<file path="src/rtl/euler_join_unit_if.sv">
// euler_join_unit_if: channel-side handshake/data and state-RAM write port of the join unit.
// Latency: none, wiring only.
// Backpressure: ch_ready is the only return path; the RAM port has no stall.
interface euler_join_unit_if #(
  parameter int NUM_CH    = 2,
  parameter int DATA_SIZE = 16,
  parameter int ADD_SIZE  = 16
);
  logic [NUM_CH-1:0]           ch_valid;
  logic [NUM_CH*DATA_SIZE-1:0] ch_data;
  logic [NUM_CH-1:0]           ch_ready;
  logic [DATA_SIZE-1:0]        h_step;
  logic                        mem_we;
  logic [ADD_SIZE-1:0]         mem_addr;
  logic [DATA_SIZE-1:0]        mem_wdata;

  // upstream pipes / controller side
  modport master (
    output ch_valid, ch_data, h_step,
    input  ch_ready, mem_we, mem_addr, mem_wdata
  );

  // join unit side
  modport slave (
    input  ch_valid, ch_data, h_step,
    output ch_ready, mem_we, mem_addr, mem_wdata
  );
endinterface

</file>
<file path="src/rtl/euler_join_unit.sv">
// euler_join_unit: sums NUM_CH derivative terms, scales by h_step (shift-add), writes to state RAM.
// Latency: accept at edge T -> mem_we during cycle T+DATA_SIZE+1; one result per DATA_SIZE+2 cycles.
// Backpressure: all-or-nothing ch_ready, only in IDLE. Optional macro JOIN_SATURATE_EN clamps overflow.
module euler_join_unit #(
  parameter int          NUM_CH    = 2,
  parameter int          DATA_SIZE = 16,
  parameter int          FRAC_BITS = 8,
  parameter int          ADD_SIZE  = 16,
  parameter int unsigned BASE_ADDR = 0
) (
  input  logic                  clk,
  input  logic                  rst,
  input  logic                  clear,
  euler_join_unit_if.slave      bus,
  output logic                  busy,
  output logic                  finished,
  output logic                  overflow_flag
);

  localparam int S     = DATA_SIZE + $clog2(NUM_CH);  // sum width, cannot overflow
  localparam int P     = S + DATA_SIZE;                // product width
  localparam int CNT_W = $clog2(DATA_SIZE);
  localparam logic [ADD_SIZE-1:0] BASE = ADD_SIZE'(BASE_ADDR);

  typedef enum logic [1:0] {IDLE, MUL, WRITE} state_t;

  state_t state, state_nxt;

  logic                  accept;
  logic                  last;
  logic signed [S-1:0]   sum_c;
  logic [S-1:0]          sum_u;
  logic [S-1:0]          sum_mag;
  logic [DATA_SIZE-1:0]  h_mag;
  logic                  neg_c;

  logic [P-1:0]          mcand;
  logic [DATA_SIZE-1:0]  mplr;
  logic [P-1:0]          acc;
  logic                  neg;
  logic [CNT_W-1:0]      cnt;
  logic [P-1:0]          acc_nxt;
  logic signed [P-1:0]   prod_s;
  logic signed [P-1:0]   res_full;
  logic                  fits;
  logic [DATA_SIZE-1:0]  wdata_c;

  logic [ADD_SIZE-1:0]   addr_cnt;
  logic [ADD_SIZE-1:0]   addr_q;
  logic [DATA_SIZE-1:0]  wdata_q;

  assign accept = (state == IDLE) && (&bus.ch_valid) && !clear;
  assign last   = (cnt == CNT_W'(DATA_SIZE - 1));

  // sign-extended sum of all channel terms
  always_comb begin
    sum_c = '0;
    for (int i = 0; i < NUM_CH; i++) begin
      sum_c = sum_c + S'($signed(bus.ch_data[i*DATA_SIZE +: DATA_SIZE]));
    end
  end

  // operand magnitudes; the sign is reapplied after the last partial product
  assign sum_u   = sum_c;
  assign sum_mag = sum_c[S-1] ? (~sum_u + S'(1)) : sum_u;
  assign h_mag   = bus.h_step[DATA_SIZE-1] ? (~bus.h_step + DATA_SIZE'(1)) : bus.h_step;
  assign neg_c   = sum_c[S-1] ^ bus.h_step[DATA_SIZE-1];

  assign acc_nxt  = acc + (mplr[0] ? mcand : '0);
  assign prod_s   = neg ? -$signed(acc_nxt) : $signed(acc_nxt);
  assign res_full = prod_s >>> FRAC_BITS;
  assign fits     = (&res_full[P-1:DATA_SIZE-1]) || !(|res_full[P-1:DATA_SIZE-1]);

`ifdef JOIN_SATURATE_EN
  assign wdata_c = fits ? res_full[DATA_SIZE-1:0]
                 : (res_full[P-1] ? {1'b1, {(DATA_SIZE-1){1'b0}}}
                                  : {1'b0, {(DATA_SIZE-1){1'b1}}});
`else
  assign wdata_c = res_full[DATA_SIZE-1:0];
`endif

  // state register
  always_ff @(posedge clk or negedge rst) begin
    if (!rst) state <= IDLE;
    else      state <= state_nxt;
  end

  // next state and handshake/write strobes
  always_comb begin
    state_nxt    = state;
    bus.ch_ready = '0;
    bus.mem_we   = 1'b0;
    finished     = 1'b0;
    busy         = (state != IDLE);
    if (clear) begin
      state_nxt = IDLE;
    end else begin
      case (state)
        IDLE: begin
          bus.ch_ready = {NUM_CH{accept}};
          if (accept) state_nxt = MUL;
        end
        MUL: begin
          if (last) state_nxt = WRITE;
        end
        WRITE: begin
          bus.mem_we = 1'b1;
          finished   = 1'b1;
          state_nxt  = IDLE;
        end
        default: state_nxt = IDLE;
      endcase
    end
  end

  // multiplier datapath, result/address registers, sticky overflow
  always_ff @(posedge clk or negedge rst) begin
    if (!rst) begin
      mcand <= '0; mplr <= '0; acc <= '0; neg <= 1'b0; cnt <= '0;
      addr_cnt <= BASE; addr_q <= BASE; wdata_q <= '0; overflow_flag <= 1'b0;
    end else if (clear) begin
      mcand <= '0; mplr <= '0; acc <= '0; neg <= 1'b0; cnt <= '0;
      addr_cnt <= BASE; addr_q <= BASE; wdata_q <= '0; overflow_flag <= 1'b0;
    end else begin
      case (state)
        IDLE: begin
          if (accept) begin
            mcand <= P'(sum_mag);
            mplr  <= h_mag;
            acc   <= '0;
            neg   <= neg_c;
            cnt   <= '0;
          end
        end
        MUL: begin
          acc   <= acc_nxt;
          mcand <= mcand << 1;
          mplr  <= mplr >> 1;
          cnt   <= cnt + CNT_W'(1);
          if (last) begin
            wdata_q <= wdata_c;
            addr_q  <= addr_cnt;
            if (!fits) overflow_flag <= 1'b1;
          end
        end
        WRITE: addr_cnt <= addr_cnt + ADD_SIZE'(1);
        default: ;
      endcase
    end
  end

  assign bus.mem_addr  = addr_q;
  assign bus.mem_wdata = wdata_q;

endmodule

</file>
<file path="src/flat_wrapper.sv">
// flat-port wrapper written by rule: the top's interface ports become plain ports
module euler_join_unit_flat 
#(
  parameter int          NUM_CH    = 2,
  parameter int          DATA_SIZE = 16,
  parameter int          FRAC_BITS = 8,
  parameter int          ADD_SIZE  = 16,
  parameter int unsigned BASE_ADDR = 0
)
  (clk, rst, clear, busy, finished, overflow_flag, bus_ch_valid, bus_ch_data, bus_h_step, bus_ch_ready, bus_mem_we, bus_mem_addr, bus_mem_wdata);
  euler_join_unit_if #(.NUM_CH(NUM_CH), .DATA_SIZE(DATA_SIZE), .ADD_SIZE(ADD_SIZE)) bus_i ();
  input  logic clk;
  input  logic rst;
  input  logic clear;
  output logic busy;
  output logic finished;
  output logic overflow_flag;
  input wire logic [$bits(bus_i.ch_valid)-1:0] bus_ch_valid;
  input wire logic [$bits(bus_i.ch_data)-1:0] bus_ch_data;
  input wire logic [$bits(bus_i.h_step)-1:0] bus_h_step;
  output wire logic [$bits(bus_i.ch_ready)-1:0] bus_ch_ready;
  output wire logic [$bits(bus_i.mem_we)-1:0] bus_mem_we;
  output wire logic [$bits(bus_i.mem_addr)-1:0] bus_mem_addr;
  output wire logic [$bits(bus_i.mem_wdata)-1:0] bus_mem_wdata;
  assign bus_i.ch_valid = bus_ch_valid;
  assign bus_i.ch_data = bus_ch_data;
  assign bus_i.h_step = bus_h_step;
  assign bus_ch_ready = bus_i.ch_ready;
  assign bus_mem_we = bus_i.mem_we;
  assign bus_mem_addr = bus_i.mem_addr;
  assign bus_mem_wdata = bus_i.mem_wdata;
  euler_join_unit #(.NUM_CH(NUM_CH), .DATA_SIZE(DATA_SIZE), .FRAC_BITS(FRAC_BITS), .ADD_SIZE(ADD_SIZE), .BASE_ADDR(BASE_ADDR)) u_core (.clk(clk), .rst(rst), .clear(clear), .bus(bus_i), .busy(busy), .finished(finished), .overflow_flag(overflow_flag));
endmodule
</file>
<file path="config.mk">
export PLATFORM = sky130hd
export DESIGN_NAME = euler_join_unit_flat
export DESIGN_NICKNAME = d
export VERILOG_FILES = /design/src/rtl/euler_join_unit_if.sv /design/src/rtl/euler_join_unit.sv /design/src/flat_wrapper.sv
export SDC_FILE = /design/constraint.sdc
export NUM_CORES = 1
export LEC_CHECK = 0
export CORE_MARGIN = 2
export CORE_UTILIZATION = 63
export DETAILED_ROUTE_END_ITERATION = 10
export GPL_TIMING_DRIVEN = 0
export PLACE_DENSITY = 0.87
export SYNTH_ARGS = -nofsm -noshare
export SYNTH_HDL_FRONTEND = slang
export SYNTH_SLANG_ARGS = --single-unit
</file>
<file path="constraint.sdc">
create_clock -name clk -period 14.54 [get_ports clk]
set_clock_uncertainty 0.05 [all_clocks]
set_input_delay 2.908 -clock clk [delete_from_list [all_inputs] [get_ports clk]]
set_output_delay 2.908 -clock clk [all_outputs]
set_load 0.02 [all_outputs]
</file>
==> impl_metrics.toml <==
[floorplanning]
start_util_pct = 64.8
core_area_um2 = 14600
rows = 44
die-area_um2 = 16100
io_pins = 91
die_height_um = 127
die_w_um = 127

[yosys]
synth_cells = 1069
synth_seq_area_share_pct = 36.4
synth_cell_types = 81
syn_area_um2 = 9490
yosys_warnings = 0
ys_ff_latch = 138
synth_flop_cell = "dfrtp_1"
syn-num-nets = 1176
synth_edf_count = 0
syn_avg_cell_area_um2 = 8.88
synthArstFlopShare_pct = 100

[setup_path]
arrival_ns = 5.31
startpoint = "clear"
crit_path_end = "bus_ch_ready[1]"
critPathMaxFanout = 10
end_kind = "output port"
worstSetupStartpointType = "primary input"
regToRegStartpoint = "u_core.mplr[0]"
r2r_cells = 18
r2r_end = "u_core.overflow_flag"
critical_path_class = "primary input to output port"
worst_ep_required_time_ns = 11.58
rrSetupSlack_ns = 9.06

[clocking]
cts_root_buffer = "clkbuf_16"
hold_buffers = 0
cts.clk_slew.worst_paths_ns = 0.06
post_cts_resized = 0
cts_buffers = 17
post_cts_buffers = 0
htree_levels = 4
cts_max_path_buffers = 2
cts.sinks = 138
cts_tree = "done"
clkLatencyLatePin_ns = 0.43

[pwr]
p_int_uw = 726
powerDensity_nw_per_um2 = 95.4
p_sw_share_pct = 32.2
p_clk_share_pct = 39.5
p_seq_share_pct = 39.0
peakVddDrop_mv = 0.0929
leakagePower_uw = 0.00503
combPwrFrac_pct = 21.5
p_sw_uw = 344

[grt]
first_global_vias = 8404
antenna_found_initial = 0
grt_pass1_wl_mm = 40.3
grt_max_degree = 104
gr-usage-all-layers_pct = 31.0
grt_remaining_overflow = 0

[timing]
slew_violations = 0
fmax_mhz = 121
setup_violations = 0
period_minus_slack_ns = 8.26
slew_headroom_pct = 36.6
worstMarginPinSlew_ns = 0.944
hold_viol_final = 0
setup-tns-final_ns = 0
fin_crit_sh_pct = 56.8
rsz0062_at_grt = "false"

[routing]
via_per_inst = 6.30
firstDrtPassIters = 8
wire_per_inst_um = 17.6
drc = 0
num_vias = 8662
first_iter_violations = 724
antenna_left = 0
wirelength_mm = 24.2

[placed_design]
port_buffers = 89
hpwl_mm = 17.7
gp_congestion = 0.923
dp.cells = 1343

[finish]
n_antenna_cell = 0
area_growth_pct = 18.2
fin_cells = 1375
drive_above_1_share_pct = 6.38
fin_nets = 1285
final_common_cell = "dfrtp_1"
layout_common_cells = "dfrtp_1 (138), nand2_1 (113), nor2_1 (90)"

[job]
maxCapViolCount = 0

[min_path]
hold_path_class = "register to register"
hold_depth = 2

[run_status]
status = "completed"
## stage by stage
stage / cell area (um2) / utilization (%) / total power (uW) / setup slack, ns / hold slack (ns)
after floorplan: 9490 / - / 580 / 7.54 / 0.395
after global placement: 10600 / 72.5 / 642 / 5.15 / 0.410
after detailed placement: 10600 / 72.7 / 649 / 6.37 / 0.420
after CTS: 11200 / 76.6 / 1070 / 6.30 / 0.432
after global routing: 11200 / 76.6 / 1120 / 6.26 / 0.466
final: 11200 / 76.6 / 1070 / 6.28 / 0.423
## how the worst min path moves through the flow
stage                                   startpoint                  endpoint
final                     u_core.bus.mem_wdata[12]  u_core.bus.mem_wdata[12]
after global routing              u_core.mcand[32]          u_core.mcand[32]
after CTS                 u_core.bus.mem_wdata[15]  u_core.bus.mem_wdata[15]
after detailed placement  u_core.bus.mem_wdata[15]  u_core.bus.mem_wdata[15]
after global placement    u_core.bus.mem_wdata[15]  u_core.bus.mem_wdata[15]
after floorplan                    u_core.mplr[15]           u_core.mplr[15]
## state kept, by name, summed over array words and instances (netlist names)
| register | flops |
|---|---|
| u_core.acc | 33 |
| u_core.mcand | 33 |
| u_core.addr_cnt | 16 |
| u_core.bus.mem_addr | 16 |
| u_core.bus.mem_wdata | 16 |
| u_core.mplr | 16 |
| u_core.cnt | 4 |
| u_core.state | 2 |
| u_core.neg | 1 |
| u_core.overflow_flag | 1 |
## power groups by stage
stage / logic [uW] / clock network (uW) / registers (uW)
CTS: 229 / 423 / 416
global route: 256 / 441 / 419
floorplan: 163 / 0 / 417
global placement: 220 / 0 / 422
detailed placement: 227 / 0 / 423
finish: 230 / 423 / 417
## synth_stat cells, types with 10 or more instances
library cell	instances	area, um2
a21o_1	20	150
a21oi_1	62	310
a22o_1	55	482
and2_1	35	219
and3_1	12	75.1
clkbuf_1	46	173
dfrtp_1	138	3450
ha_1	52	651
inv_1	25	93.8
nand2_1	113	424
nand3_1	28	140
nor2_1	90	338
nor3_1	23	115
o21a_1	10	75.1
o21ai_0	80	400
o31ai_1	15	113
xnor2_1	53	464
xor2_1	45	394
## kinds of logic after synthesis
kind of cell	count (synthesis)	share of synthesized area [%]
xor+xnor	98	9.05
compound gates	332	24.6
flops	138	36.4
mux	4	0.422
buf+inv	80	3.69
fa+ha+maj	54	7.28
simple gates	363	18.6
## critical path, cell delays in order
cell and delay, ns:
clkdlybuf4s50_1 0.45, clkbuf_1 0.27, nor3_1 0.84, buf_4 0.23
clkdlybuf4s50_1 0.60
## routing by layer
layer	GRT usage [%]	share of wire (%)	vias up
met4	12.7	3.2	0
met2	51.0	48	345
met3	6.12	6.4	63
li1	-	-	4094
met1	40.3	43	4160
met5	0	0	-
## cell type report
cell class	count	area, um2
flip-flops and latches	138	3450
fillers	1043	3430
clock inverters	15	153
well taps	184	230
multi-input cells	851	5690
clock buffers	17	425
inverters	25	93.8
plain buffers	55	256
repair buffers	90	920
No activity file was read; power rests on OpenSTA's default activity.
